<file path="src/rtl/cpu_pkg.sv">
// Shared definitions for the fetch/decode pipeline front end.
// Holds the default widths, the special opcodes, the fixed instruction field
// layout and the fetch state encoding used by the fetch stage.
package cpu_pkg;

    localparam int ADDR_W  = 8;
    localparam int INSTR_W = 16;

    localparam logic [3:0] OP_NOP  = 4'h0;
    localparam logic [3:0] OP_HALT = 4'hF;

    // Fixed field layout: [15:12] opcode, [11:8] rd, [7:4] rs1, [3:0] rs2
    localparam int OPC_MSB = 15;
    localparam int OPC_LSB = 12;
    localparam int RD_MSB  = 11;
    localparam int RD_LSB  = 8;
    localparam int RS1_MSB = 7;
    localparam int RS1_LSB = 4;
    localparam int RS2_MSB = 3;
    localparam int RS2_LSB = 0;

    typedef enum logic [1:0] {
        IDLE   = 2'd0,
        FETCH  = 2'd1,
        ISSUE  = 2'd2,
        HALTED = 2'd3
    } fetch_state_t;

endpackage

</file>
<file path="src/rtl/instr_field_decode.sv">
// Combinational instruction field splitter, shared by fetch and decode stages.
// Ports: instr in; opcode/rd/rs1/rs2 field slices out; is_nop/is_halt flags out.
// Latency: zero (pure slices and compares), no flow control.
module instr_field_decode
    import cpu_pkg::*;
#(
    parameter int IW = cpu_pkg::INSTR_W
) (
    input  logic [IW-1:0] instr,
    output logic [3:0]    opcode,
    output logic [3:0]    rd,
    output logic [3:0]    rs1,
    output logic [3:0]    rs2,
    output logic          is_nop,
    output logic          is_halt
);

    assign opcode  = instr[OPC_MSB:OPC_LSB];
    assign rd      = instr[RD_MSB:RD_LSB];
    assign rs1     = instr[RS1_MSB:RS1_LSB];
    assign rs2     = instr[RS2_MSB:RS2_LSB];
    assign is_nop  = (opcode == OP_NOP);
    assign is_halt = (opcode == OP_HALT);

endmodule

</file>
<file path="src/rtl/instr_fetch_unit.sv">
// Fetch stage: holds the PC, latches one instruction per fetch and offers it
// to execute over valid/ready; detects HALT/NOP and takes PC redirects.
// Ports: clk/rst, start, imem_addr/imem_instr (combinational memory),
// instr_valid/instr_ready + decoded fields + pc_out, redirect_valid/target,
// halted (sticky), instr_count (saturating handshake count).
// Latency: start -> FETCH next cycle -> instr_valid the cycle after; an
// instruction is held indefinitely while instr_ready is low.
module instr_fetch_unit #(
    parameter int ADDR_W   = cpu_pkg::ADDR_W,
    parameter int INSTR_W  = cpu_pkg::INSTR_W,
    parameter int SKIP_NOP = 0,
    parameter int CNT_W    = 16
) (
    input  logic               clk,
    input  logic               rst,
    input  logic               start,
    output logic [ADDR_W-1:0]  imem_addr,
    input  logic [INSTR_W-1:0] imem_instr,
    output logic               instr_valid,
    input  logic               instr_ready,
    output logic [3:0]         opcode,
    output logic [3:0]         rd,
    output logic [3:0]         rs1,
    output logic [3:0]         rs2,
    output logic [ADDR_W-1:0]  pc_out,
    input  logic               redirect_valid,
    input  logic [ADDR_W-1:0]  redirect_target,
    output logic               halted,
    output logic [CNT_W-1:0]   instr_count
);

    import cpu_pkg::*;

    localparam logic [ADDR_W-1:0] PC_ONE  = {{(ADDR_W-1){1'b0}}, 1'b1};
    localparam logic [CNT_W-1:0]  CNT_ONE = {{(CNT_W-1){1'b0}}, 1'b1};
    localparam logic [CNT_W-1:0]  CNT_MAX = {CNT_W{1'b1}};

    fetch_state_t       state;
    logic [ADDR_W-1:0]  pc;
    logic [INSTR_W-1:0] ir;

    // Flags on the word currently presented by memory, used in FETCH.
    logic [3:0] mem_opcode, mem_rd, mem_rs1, mem_rs2;
    logic       mem_is_nop, mem_is_halt;

    // Flags of the held word are not needed here; the decode stage uses them.
    logic       ir_is_nop, ir_is_halt;
    logic       unused_decode;

    instr_field_decode #(.IW(INSTR_W)) u_mem_decode (
        .instr   (imem_instr),
        .opcode  (mem_opcode),
        .rd      (mem_rd),
        .rs1     (mem_rs1),
        .rs2     (mem_rs2),
        .is_nop  (mem_is_nop),
        .is_halt (mem_is_halt)
    );

    instr_field_decode #(.IW(INSTR_W)) u_ir_decode (
        .instr   (ir),
        .opcode  (opcode),
        .rd      (rd),
        .rs1     (rs1),
        .rs2     (rs2),
        .is_nop  (ir_is_nop),
        .is_halt (ir_is_halt)
    );

    assign unused_decode = ^{mem_opcode, mem_rd, mem_rs1, mem_rs2, ir_is_nop, ir_is_halt};

    // PC is only ever nonzero outside IDLE, so the address is simply the PC.
    assign imem_addr = pc;

    always_ff @(posedge clk) begin
        if (rst) begin
            state       <= IDLE;
            pc          <= '0;
            ir          <= '0;
            pc_out      <= '0;
            instr_valid <= 1'b0;
            halted      <= 1'b0;
            instr_count <= '0;
        end else begin
            case (state)
                IDLE: begin
                    if (start) begin
                        state <= FETCH;
                    end
                end

                FETCH: begin
                    if (redirect_valid) begin
                        // The word on the bus belongs to the squashed path:
                        // do not latch it and do not react to a HALT in it.
                        pc    <= redirect_target;
                        state <= FETCH;
                    end else begin
                        ir     <= imem_instr;
                        pc_out <= pc;
                        pc     <= pc + PC_ONE;
                        if (mem_is_halt) begin
                            state  <= HALTED;
                            halted <= 1'b1;
                        end else if ((SKIP_NOP != 0) && mem_is_nop) begin
                            state <= FETCH;
                        end else begin
                            state       <= ISSUE;
                            instr_valid <= 1'b1;
                        end
                    end
                end

                ISSUE: begin
                    // A handshake completing alongside a redirect still counts.
                    if (instr_ready && (instr_count != CNT_MAX)) begin
                        instr_count <= instr_count + CNT_ONE;
                    end
                    if (redirect_valid) begin
                        pc <= redirect_target;
                    end
                    if (instr_ready || redirect_valid) begin
                        state       <= FETCH;
                        instr_valid <= 1'b0;
                    end
                end

                HALTED: begin
                    state <= HALTED;
                end

                default: begin
                    state       <= IDLE;
                    instr_valid <= 1'b0;
                end
            endcase
        end
    end

endmodule

</file>
<file path="config.mk">
export PLATFORM = sky130hd
export DESIGN_NAME = instr_fetch_unit
export DESIGN_NICKNAME = d
export VERILOG_FILES = /design/src/rtl/cpu_pkg.sv /design/src/rtl/instr_field_decode.sv /design/src/rtl/instr_fetch_unit.sv
export SDC_FILE = /design/constraint.sdc
export NUM_CORES = 1
export LEC_CHECK = 0
export BUFFER_PORTS_ARGS = -buffer_cell sky130_fd_sc_hd__buf_2
export CAP_MARGIN = 20
export CORE_UTILIZATION = 40
export CTS_CLUSTER_DIAMETER = 100
export DETAILED_ROUTE_END_ITERATION = 10
export PLACE_DENSITY_LB_ADDON = 0.2
export SETUP_SLACK_MARGIN = 0.02
export SKIP_CTS_REPAIR_TIMING = 1
export SYNTH_ARGS = -nofsm -noshare
export SYNTH_HDL_FRONTEND = slang
export SYNTH_SLANG_ARGS = --single-unit
export TNS_END_PERCENT = 30
</file>
<file path="constraint.sdc">
create_clock -name clk -period 4.5 [get_ports clk]
set_clock_uncertainty 0.1 [all_clocks]
set_input_delay 0.675 -clock clk [delete_from_list [all_inputs] [get_ports clk]]
set_output_delay 0.675 -clock clk [all_outputs]
set_load 0.02 [all_outputs]
</file>
== Yosys cells after proc, flatten, opt, wreduce, memory -nomap -nowiden ==
Cells that the tools add are included.
W data, S select, Z words.
Storage, ports and cells
  flip-flop bits (word level): 52
  bits of input ports: 29
  output and inout port bits: 50
  word-level logic and storage cells: 42
Operators by class
  add/sub/neg operators: 2
  eq/ne operators: 10
  multiplexer cells: 12
  bitwise gates (word level): 1
  reductions and logical operators: 10
Operator list (number)
  $add A16 B1 Y16 const B: 1
  $mux W8: 2
  $ne A16 B16 Y1 const B: 1
  $pmux W8 S2: 1
  $ne A2 B2 Y1 const B: 5
  $add A8 B1 Y8 const B: 1
  $pmux W2 S4: 1
  $reduce_and A2 Y1: 4
  $mux W2: 3
  $eq A2 B2 Y1 const B: 2
  $eq A4 B4 Y1 const B: 1
  $mux W1: 4
  $reduce_and A4 Y1: 1
  $reduce_and A3 Y1: 1
  $eq A2 B1 Y1 const B: 1
  $logic_not A2 Y1: 1
  $pmux W1 S2: 1
  $reduce_bool A2 Y1: 1
  $logic_and A1 B1 Y1: 1
  $logic_or A1 B1 Y1: 1
  $not A1 Y1: 1

== Logic depth before layout (Yosys ltp) ==
  word-level depth: 4
  depth in mapped cells: 6

== Hierarchy ==
From an unflattened synthesis, not the netlist that was laid out.
Second synthesis, totals
  cells, all modules: 332
  area, all modules: 2748.9 µm²
By module, submodules not included
  instr_fetch_unit: instances 1, cells each 296, area an instance 2463.6 µm²
  instr_field_decode: instances 2, cells each 18, area an instance 142.6 µm²

== Least setup slack after synthesis ==
OpenSTA, ideal clock, no wires.
  path type: register to register
  from: register instr_count[0]
  to: register instr_count[6]
  setup time: 0.121 ns
  arrival: 1.737 ns
  slack: 2.543 ns
  cell stages (with the launch flop): 7
  path buffers: 1
  path through: dfxtp_1 > ha_1 > nand3_2 > nor4_4 > buf_4 > nor4_1 > mux2_2
On the way
  longest elaborated chain between the ends: 3
  elaborated cells between the ends (all ways): 4
  classes of those cells: add/sub (1); eq/ne (1); reduce/logical (2)
RTL lines
  start: declaration: line instr_fetch_unit.sv:29  | output logic [CNT_W-1:0] instr_count
  start signal: assignment: line instr_fetch_unit.sv:117  | instr_count <= instr_count + CNT_ONE;
  branches (longest 3 deep; another with $add A16 B1 Y16)
Parallel ways; which one is timed is not known.
A chain may end at the register's enable or synchronous reset.

== Worst setup path in the final report ==
  from: register instr_count[0]
  to: register instr_count[5]
Same word-level chain as after synthesis.

==> metrics.yaml <==
cts:
  cts_root_buf: "clkbuf_8"
  ctsLongestPathBuffers: 2
  clk_pin_slew_ns: 0.09
  cts.sinks: 52
  clkLatencyLatePin_ns: 0.30
  cts_tree: "done"
  htreeDepth: 2
  cts_inserted_buffers: 5
global_route:
  gr-usage-all-layers_pct: 18.1
  grt.overflow.total: 0
  antenna_found_initial: 0
  grt_pass1_wl_um: 9160
  grt_max_degree: 61
  grt_pass1_vias: 1996
routing:
  wl_per_cell_um: 13.1
  vias: 2296
  drt_pass1_iterations: 4
  wirelength_um: 5650
  via_per_inst: 5.30
  drc: 0
  dr.first_iter.drc_count: 91
  ant_nets: 0
min_path:
  hold_depth: 2
  hp-class: "flip-flop to flip-flop"
synth:
  synth_cell_types: 49
  synth_cells: 291
  ys.flop_type: "dfxtp_1"
  synth_top_family_by_area: "simple AND/OR/NAND/NOR gates"
  synth-compound-area-share_pct: 20.1
  ys_seq_elements: 52
  synth-edff-count: 0
  synthXorXnorAreaFrac_pct: 0
  synth-simple-area-share_pct: 27.6
  syn_avg_cell_area_um2: 8.25
  yosysWarnings: 0
  yosys.area_share.adder_pct: 1.04
  syn-cell-area_um2: 2400
  yosysSeqAreaShare_pct: 43.4
  synth_nets: 322
  synth_mux_area_share_pct: 3.18
  async_reset_ff_share_pct: 0
pwr:
  power.internal_mw: 0.685
  ir_drop_v: 0.000146
  switching_share_pct: 26.5
  seq_power_share_pct: 53.1
  leakagePower_nw: 1.27
  combPwrFrac_pct: 12.5
  pwr-share-clk_pct: 34.5
  power.net_switching_mw: 0.247
  power_density_nw_per_um2: 319
critical_path:
  worst_setup_path_start_kind: "flip-flop"
  crit_end: "instr_count[5]"
  timing.rr.end: "instr_count[5]"
  end_kind: "flip-flop"
  crit_fanout: 15
  cp.arrival_ns: 2.25
  ff2ff_path_depth: 5
  r2r-start: "instr_count[0]"
  crit_required_ns: 4.60
  crit_start: "instr_count[0]"
  reg2reg_slack_ns: 2.35
  critPathKind: "flip-flop to flip-flop"
timing:
  period_minus_slack_ns: 2.15
  slew_violations: 0
  setup_ws_ns: 2.35
  rsz0062_at_grt: "false"
  hold_viol: 0
  fmax_mhz: 465
  setup_viol: 0
  fin_tns_setup_ns: 0
  maxSlewHeadroom_pct: 28.8
  tightest_slew_ns: 1.07
  min_period_over_period_pct: 47.8
flow_run:
  max-cap-violations: 0
placement:
  dp_hpwl_um: 3860
  place_congestion: 0.869
  dp_slack_ns: 2.15
  portBuffers: 78
floorplanning:
  start_util_pct: 42.5
  dieWidth_um: 79.5
  rows: 27
  ios: 79
  core_region_area_um2: 5640
  chipHeight_um: 79.5
  fp.dieArea_um2: 6310
layout:
  nFillCells: 582
  final_layout_size_suffix_gt1_share_pct: 27.7
  layout-area-overhead-vs-synth_pct: 22.0
  fin_nets: 391
  diodes: 0
status:
  status: "finished, final reports clean"
-- critical path, cell delays in order (launching register included) --
cell	delay [ns]
dfxtp_1	0.42
ha_1	0.21
nand3_2	0.21
nor4_4	0.69
nor4b_1	0.13
mux2_2	0.29
-- power groups by stage --
stage / Sequential [mW] / Clock, mW / Combinational [mW]
final: 0.495 / 0.321 / 0.116
after global routing: 0.498 / 0.348 / 0.130
after CTS: 0.495 / 0.331 / 0.118
after detailed placement: 0.506 / 0 / 0.117
after global placement: 0.505 / 0 / 0.116
after floorplan: 0.520 / 0 / 0.0589
-- routing by layer --
| metal | share of wire (%) | global-route usage, % | vias to the layer above | wire [um] |
|---|---|---|---|---|
| li1 | - | - | 1184 | - |
| met1 | 49 | 23.1 | 1047 | 2780 |
| met2 | 45 | 30.4 | 61 | 2540 |
| met3 | 5.2 | 4.34 | 4 | 296 |
| met4 | 0.64 | 4.36 | 0 | 36 |
| met5 | 0 | 0 | - | 0 |
-- cell type report --
type / instances / area (um^2) / area share (%)
repair buffers: 80 / 405 / 13.8
well taps: 72 / 90.1 / 3.08
clock buffers: 5 / 68.8 / 2.35
clock inverters: 3 / 42.5 / 1.45
inverters: 9 / 33.8 / 1.15
flip-flops and latches: 52 / 1040 / 35.6
multi-input cells: 212 / 1250 / 42.6
-- cell usage after synthesis (2+ instances only) --
master	n	area (um^2)
o211a_1	2	20.0
a21oi_1	37	185
and4_1	2	17.5
a31oi_1	2	12.5
ha_1	2	25.0
buf_4	2	15.0
nand2_1	59	221
nand3_1	6	30.0
a311oi_1	3	26.3
mux2_2	5	56.3
nor4_1	5	31.3
mux2i_1	2	20.0
a211oi_1	4	30.0
buf_2	3	15.0
a311o_1	2	20.0
nand4_1	5	31.3
nand2b_1	4	25.0
nor3_1	8	40.0
clkbuf_1	10	37.5
o21a_1	3	22.5
dfxtp_1	52	1040
o21ai_0	8	40.0
o31ai_1	4	30.0
buf_1	3	11.3
o32ai_1	2	17.5
nor2_1	14	52.6
nor2b_1	8	50.1
or4_1	5	37.5
inv_1	9	33.8
-- state kept, by name (all words and copies together), names as in the netlist --
register	flops
instr_count	16
imem_addr	8
ir	16
pc_out	8
halted	1
instr_valid	1
state	2
-- cell usage in the layout, fill, tap and decap left out, types with 2 or more instances in the layout --
master     n
nor2b_1    8
buf_2     78
nand3_1    6
buf_4      2
dfxtp_1   52
nand4_1    5
nand2b_1   4
nor4_1     5
ha_1       2
a311o_1    2
a311oi_1   3
a31oi_1    2
o21a_1     3
mux2_2     5
clkbuf_8   5
a211oi_1   4
nor3_1     8
o32ai_1    2
o211a_1    2
and4_1     2
or4_1      5
inv_1      9
nor2_1    14
mux2i_1    2
a21oi_1   37
o21ai_0    8
nand2_1   59
o31ai_1    4
-- cells by family after synthesis --
group,Yosys count
AND/OR/NAND/NOR,127
AO/OA/AOI/OAI,76
flip-flops,52
buffers and inverters,27
multiplexers,7
adder cells (fa/ha/maj),2
-- how the worst min path moves through the flow --
stage | startpoint | to | slack [ns]
final | pc_out[5] | pc_out[5] | 0.36
after global routing | pc_out[7] | pc_out[7] | 0.38
after CTS | ir[0] | ir[0] | 0.36
after detailed placement | ir[0] | ir[0] | 0.34
after global placement | ir[2] | ir[2] | 0.34
after floorplan | state[0] | state[0] | 0.42
-- metrics by stage --
step	util [%]	instances	area (um^2)	total power [mW]	hold WS, ns
floorplan	-	291	2400	0.579	0.417
global placement	49.9	425	2820	0.622	0.338
detailed placement	49.9	425	2820	0.623	0.345
CTS	51.9	433	2930	0.944	0.358
global route	51.9	433	2930	0.977	0.378
finish	51.9	433	2930	0.933	0.356
Note: power is estimated with default switching activity, not from simulation.
